**config.mk**
```make
export PLATFORM = sky130hd
export DESIGN_NAME = occ_link_pattern_gen
export DESIGN_NICKNAME = d
export VERILOG_FILES = /design/src/rtl/occ_pkg.sv /design/src/rtl/occ_link_pattern_gen.sv
export SDC_FILE = /design/constraint.sdc
export NUM_CORES = 1
export LEC_CHECK = 0
export CAP_MARGIN = 25
export CORE_MARGIN = 4
export CORE_UTILIZATION = 33
export CTS_CLUSTER_DIAMETER = 100
export DETAILED_ROUTE_END_ITERATION = 12
export MAX_ROUTING_LAYER = met4
export PLACE_DENSITY = 0.53
export SYNTH_ARGS = -nofsm -noshare
export SYNTH_HDL_FRONTEND = slang
export SYNTH_SLANG_ARGS = --single-unit
```
**constraint.sdc**
```tcl
create_clock -name clk_i -period 4.65 [get_ports clk_i]
set_input_delay 0.6975 -clock clk_i [delete_from_list [all_inputs] [get_ports clk_i]]
set_output_delay 0.6975 -clock clk_i [all_outputs]
set_load 0.01 [all_outputs]
```
**src/rtl/occ_pkg.sv**
```systemverilog
// Shared definitions for the OCC link latency checker: FSM encoding and the
// default idle word / idle K flags used on the link when no data is sent.
package occ_pkg;

    typedef enum logic [2:0] {
        ST_IDLE     = 3'd0,
        ST_WAIT_RDY = 3'd1,
        ST_RESYNC   = 3'd2,
        ST_BLIND    = 3'd3,
        ST_RUN      = 3'd4,
        ST_PASS     = 3'd5,
        ST_FAIL     = 3'd6
    } occ_state_e;

    localparam logic [15:0] OCC_IDLE_WORD = 16'h95bc;
    localparam logic [1:0]  OCC_IDLE_K    = 2'b01;

endpackage

```
**src/rtl/occ_link_pattern_gen.sv**
```systemverilog
// TX pattern generator: free-running timestamp, and one timestamp word every
// g_IDLE_PERIOD cycles while sending is enabled (idle words otherwise).
module occ_link_pattern_gen
    import occ_pkg::*;
#(
    parameter int                      g_DATA_WIDTH  = 16,
    parameter int                      g_K_WIDTH     = 2,
    parameter logic [g_DATA_WIDTH-1:0] g_IDLE_WORD   = g_DATA_WIDTH'(OCC_IDLE_WORD),
    parameter logic [g_K_WIDTH-1:0]    g_IDLE_KFLAGS = g_K_WIDTH'(OCC_IDLE_K),
    parameter int                      g_IDLE_PERIOD = 13
) (
    input  logic                    clk_i,
    input  logic                    rst_n_i,
    input  logic                    send_en_i,
    output logic [g_DATA_WIDTH-1:0] tx_data_o,
    output logic [g_K_WIDTH-1:0]    tx_k_o,
    output logic [g_DATA_WIDTH-1:0] timestamp_o
);

    localparam logic [g_DATA_WIDTH-1:0] TS_STEP    = {{(g_DATA_WIDTH-1){1'b0}}, 1'b1};
    localparam logic [7:0]              LAST_PHASE = 8'(g_IDLE_PERIOD - 1);

    logic [g_DATA_WIDTH-1:0] ts_r;
    logic [7:0]              phase_r;
    logic [g_DATA_WIDTH-1:0] tx_data_r;
    logic [g_K_WIDTH-1:0]    tx_k_r;

    // Free-running timestamp, wraps naturally at 2^g_DATA_WIDTH.
    always_ff @(posedge clk_i or negedge rst_n_i) begin
        if (!rst_n_i) begin
            ts_r <= {g_DATA_WIDTH{1'b0}};
        end else begin
            ts_r <= ts_r + TS_STEP;
        end
    end

    // Data words carry ts_r+1 so that the word on tx_data_o equals the
    // timestamp of the cycle it is presented in.
    always_ff @(posedge clk_i or negedge rst_n_i) begin
        if (!rst_n_i) begin
            phase_r   <= 8'd0;
            tx_data_r <= g_IDLE_WORD;
            tx_k_r    <= g_IDLE_KFLAGS;
        end else if (!send_en_i) begin
            phase_r   <= 8'd0;
            tx_data_r <= g_IDLE_WORD;
            tx_k_r    <= g_IDLE_KFLAGS;
        end else if (phase_r == LAST_PHASE) begin
            phase_r   <= 8'd0;
            tx_data_r <= ts_r + TS_STEP;
            tx_k_r    <= {g_K_WIDTH{1'b0}};
        end else begin
            phase_r   <= phase_r + 8'd1;
            tx_data_r <= g_IDLE_WORD;
            tx_k_r    <= g_IDLE_KFLAGS;
        end
    end

    assign tx_data_o   = tx_data_r;
    assign tx_k_o      = tx_k_r;
    assign timestamp_o = ts_r;

endmodule

```
==> qor.csv <==
metric,value,unit
status,"complete, no violations",
number of H-tree levels,2,
DIE WIDTH,79.1,um
RD Place Congestion,0.862,
Via Count,1108,
Worst Setup Path Type,reg2out,
vias per inst,4.54,
Post-CTS Setup Bufs,0,
Placement Rows,25,
PD cells,283,mW/mm^2
Slew Limit Fails,0,
GRT overflow,0,
Post-Syn Area,0.00167,sq mm
Area growth syn-to-layout,29.7,%
post-route ant nets,0,
Inst Count DP,236,
final clock skew,0.00586,ns
Crit-path slowest cell,clkdlybuf4s50_1,
chip height,79.1,um
utilization after layout,44.9,%
gr usage total,11.7,%
Resized cells post-CTS,0,
R2R Setup Slk,2.98,ns
CP max FO,7,
"area leader, netlist",dfrtp_1,
share of the synthesized area in the top cell type,46.5,%
DR WL/cell,13.1,um
1st-pass router iterations,4,
total negative slack,0,ns
area of the die,0.00626,sq mm
HP Class,reg2reg,
crit-path cells,clkdlybuf4s50_1,
clock tree buffer depth,2,
Clock Tree Root,clkbuf_8,
maximum vdd drop,0.116,mV
Worst Hold Depth,1,
crit end category,primary output,
Final setup viols,0,
pin count of the biggest net entering global routing,42,
Starting Density,34.6,%
Reg2Reg Depth,3,
Startpoint Class,flop,
antenna cells,0,
max cap viols,0,
CTS tree,built,
Ys Warns,0,
clock slew at reported path FFs,0.08,ns
R2R Path End,tx_data_o[3],
latest clock arrival within the worst-skew pair,0.28,ns
sequential area share after synthesis,62.3,%
Finished Layout Cells,244,
minimum clock period,2.07,ns
post-DP HPWL,2330,um
Layout Nets,182,
Worst EP arrival,1.37,ns
Post-CTS Hold Fix Bufs,0,
max_slew headroom,41.4,%
synth top area cells,"dfrtp_1, dfstp_2, xnor2_1",
core area,0.00482,sq mm
vias in the first global route,1169,
first-pass GRT wire length,5470,um
worst path required time,3.95,ns
I/O pin count,37,
worst slew pin tran,0.879,ns
Crit path depth,1,
max incr delay on CP,0.59,ns
Hold Path End,timestamp_o[0],
Fmax,484,MHz
IO Port Bufs,35,
LEAKAGE,0.934,nW
worst hold start,timestamp_o[0],
initial antenna violation count,0,
Yosys cell types,30,
"FF+latch count, synth",41,
RSZ-0062 raised after global routing,no,
CP bufs+invs,1,
Sink Count,41,
DRC,0,
share of cells above drive strength 1,11.9,%
Synth Area per Inst,12.2,sq um
CTS Buf Count,5,
Syn Nets,143,
"Largest delay share family, worst path",buffers and inverters,
drt total wl,3200,um
FF-to-FF Start,phase_r[5],
"Period Utilization, post-route",44.4,%
Final Hold Vio Count,0,
DRT iter0 DRCs,88,
Mapped Cells,137,
cells by family after synthesis:
family | after synthesis | synth area share, %
adder cells (fa/ha/maj) | 3 | 2.25
multiplexers | 1 | 0.600
XOR/XNOR | 18 | 9.45
buffers and inverters | 7 | 2.33
flip-flops | 41 | 62.3
other | 1 | 0.225
AND/OR/NAND/NOR | 63 | 22.0
AO/OA/AOI/OAI | 3 | 0.900
per-stage QoR:
step | power, mW | worst slack, ns | hold WS, ns | cell area (sq um)
final | 0.612 | 2.58 | 0.499 | 2160
after detailed placement | 0.385 | 2.29 | 0.498 | 2070
after CTS | 0.622 | 2.57 | 0.509 | 2160
after global placement | 0.384 | 2.34 | 0.501 | 2070
after global routing | 0.639 | 2.52 | 0.517 | 2160
after floorplan | 0.375 | 2.99 | 0.402 | 1670
where the power goes:
part	switching (mW)	total (mW)	internal, mW
clock	0.113	0.234	0.121
combinational	0.0108	0.0153	0.00451
sequential	0.00310	0.362	0.359
total	0.127	0.612	0.485
cells in the final DEF (no fill, tap or decap), drive strengths merged:
cell type | synthesis | layout
nand2 | 7 | 7
xor2 | 8 | 8
clkbuf | 0 | 8
dfrtp | 31 | 31
nor4 | 1 | 1
and2 | 6 | 6
or2b | 4 | 4
and4 | 2 | 2
buf | 3 | 1
nor2 | 11 | 11
and3 | 4 | 4
nand4b | 1 | 1
o21ai | 2 | 2
or3 | 4 | 4
or4b | 1 | 1
nor3 | 1 | 1
ha | 3 | 3
mux2i | 1 | 1
dfstp | 10 | 10
xnor2 | 10 | 10
nand3 | 9 | 9
a21oi | 1 | 1
nand2b | 4 | 4
inv | 4 | 4
clkdlybuf4s50 | 0 | 34
nand4 | 8 | 8
conb | 1 | 1
cells in the mapped netlist (all sizes together):
cell     n
nor3     1
nor2    11
and2     6
nand3    9
xor2     8
conb     1
or4b     1
and4     2
ha       3
dfstp   10
or2b     4
nand4b   1
o21ai    2
or3      4
nand2    7
inv      4
nor4     1
a21oi    1
buf      3
and3     4
mux2i    1
nand2b   4
dfrtp   31
xnor2   10
nand4    8
per-layer routing:
layer  GRT usage (%)  vias to the layer above  part of all wire [%]
met3            3.63                        6                   5.2
met5               -                        -                     0
met1            13.0                      540                    43
met4            5.15                        0                   1.7
li1                -                      534                     -
met2            19.4                       28                    50
sequential cells by signal, summed over array words and instances (netlist names):
name,flops
timestamp_o,16
tx_data_o,16
phase_r,8
tx_k_o,1
worst max-delay path by stage:
stage | slack [ns] | startpoint | endpoint
after floorplan | 2.99 | send_en_i | tx_data_o[14]
after global placement | 2.34 | send_en_i | tx_data_o[7]
after detailed placement | 2.29 | send_en_i | tx_data_o[3]
after CTS | 2.57 | timestamp_o[2] | timestamp_o[2]
after global routing | 2.52 | timestamp_o[2] | timestamp_o[2]
final | 2.58 | timestamp_o[2] | timestamp_o[2]
worst reg2reg max path, delay by kind of cell, from the launching register on:
family / cells / cell delay (ns)
AND/OR/NAND/NOR: 3 / 1.16
flip-flops: 1 / 0.44
cell type report:
| cell class | count | area, sq um |
|---|---|---|
| clock buffer | 8 | 90.1 |
| tap | 67 | 83.8 |
| fill | 463 | 2650 |
| multi-input combinational | 89 | 591 |
| inverter | 4 | 15.0 |
| timing repair buffer | 35 | 345 |
| sequential | 41 | 1040 |
Note: power is estimated with default switching activity, not from simulation.
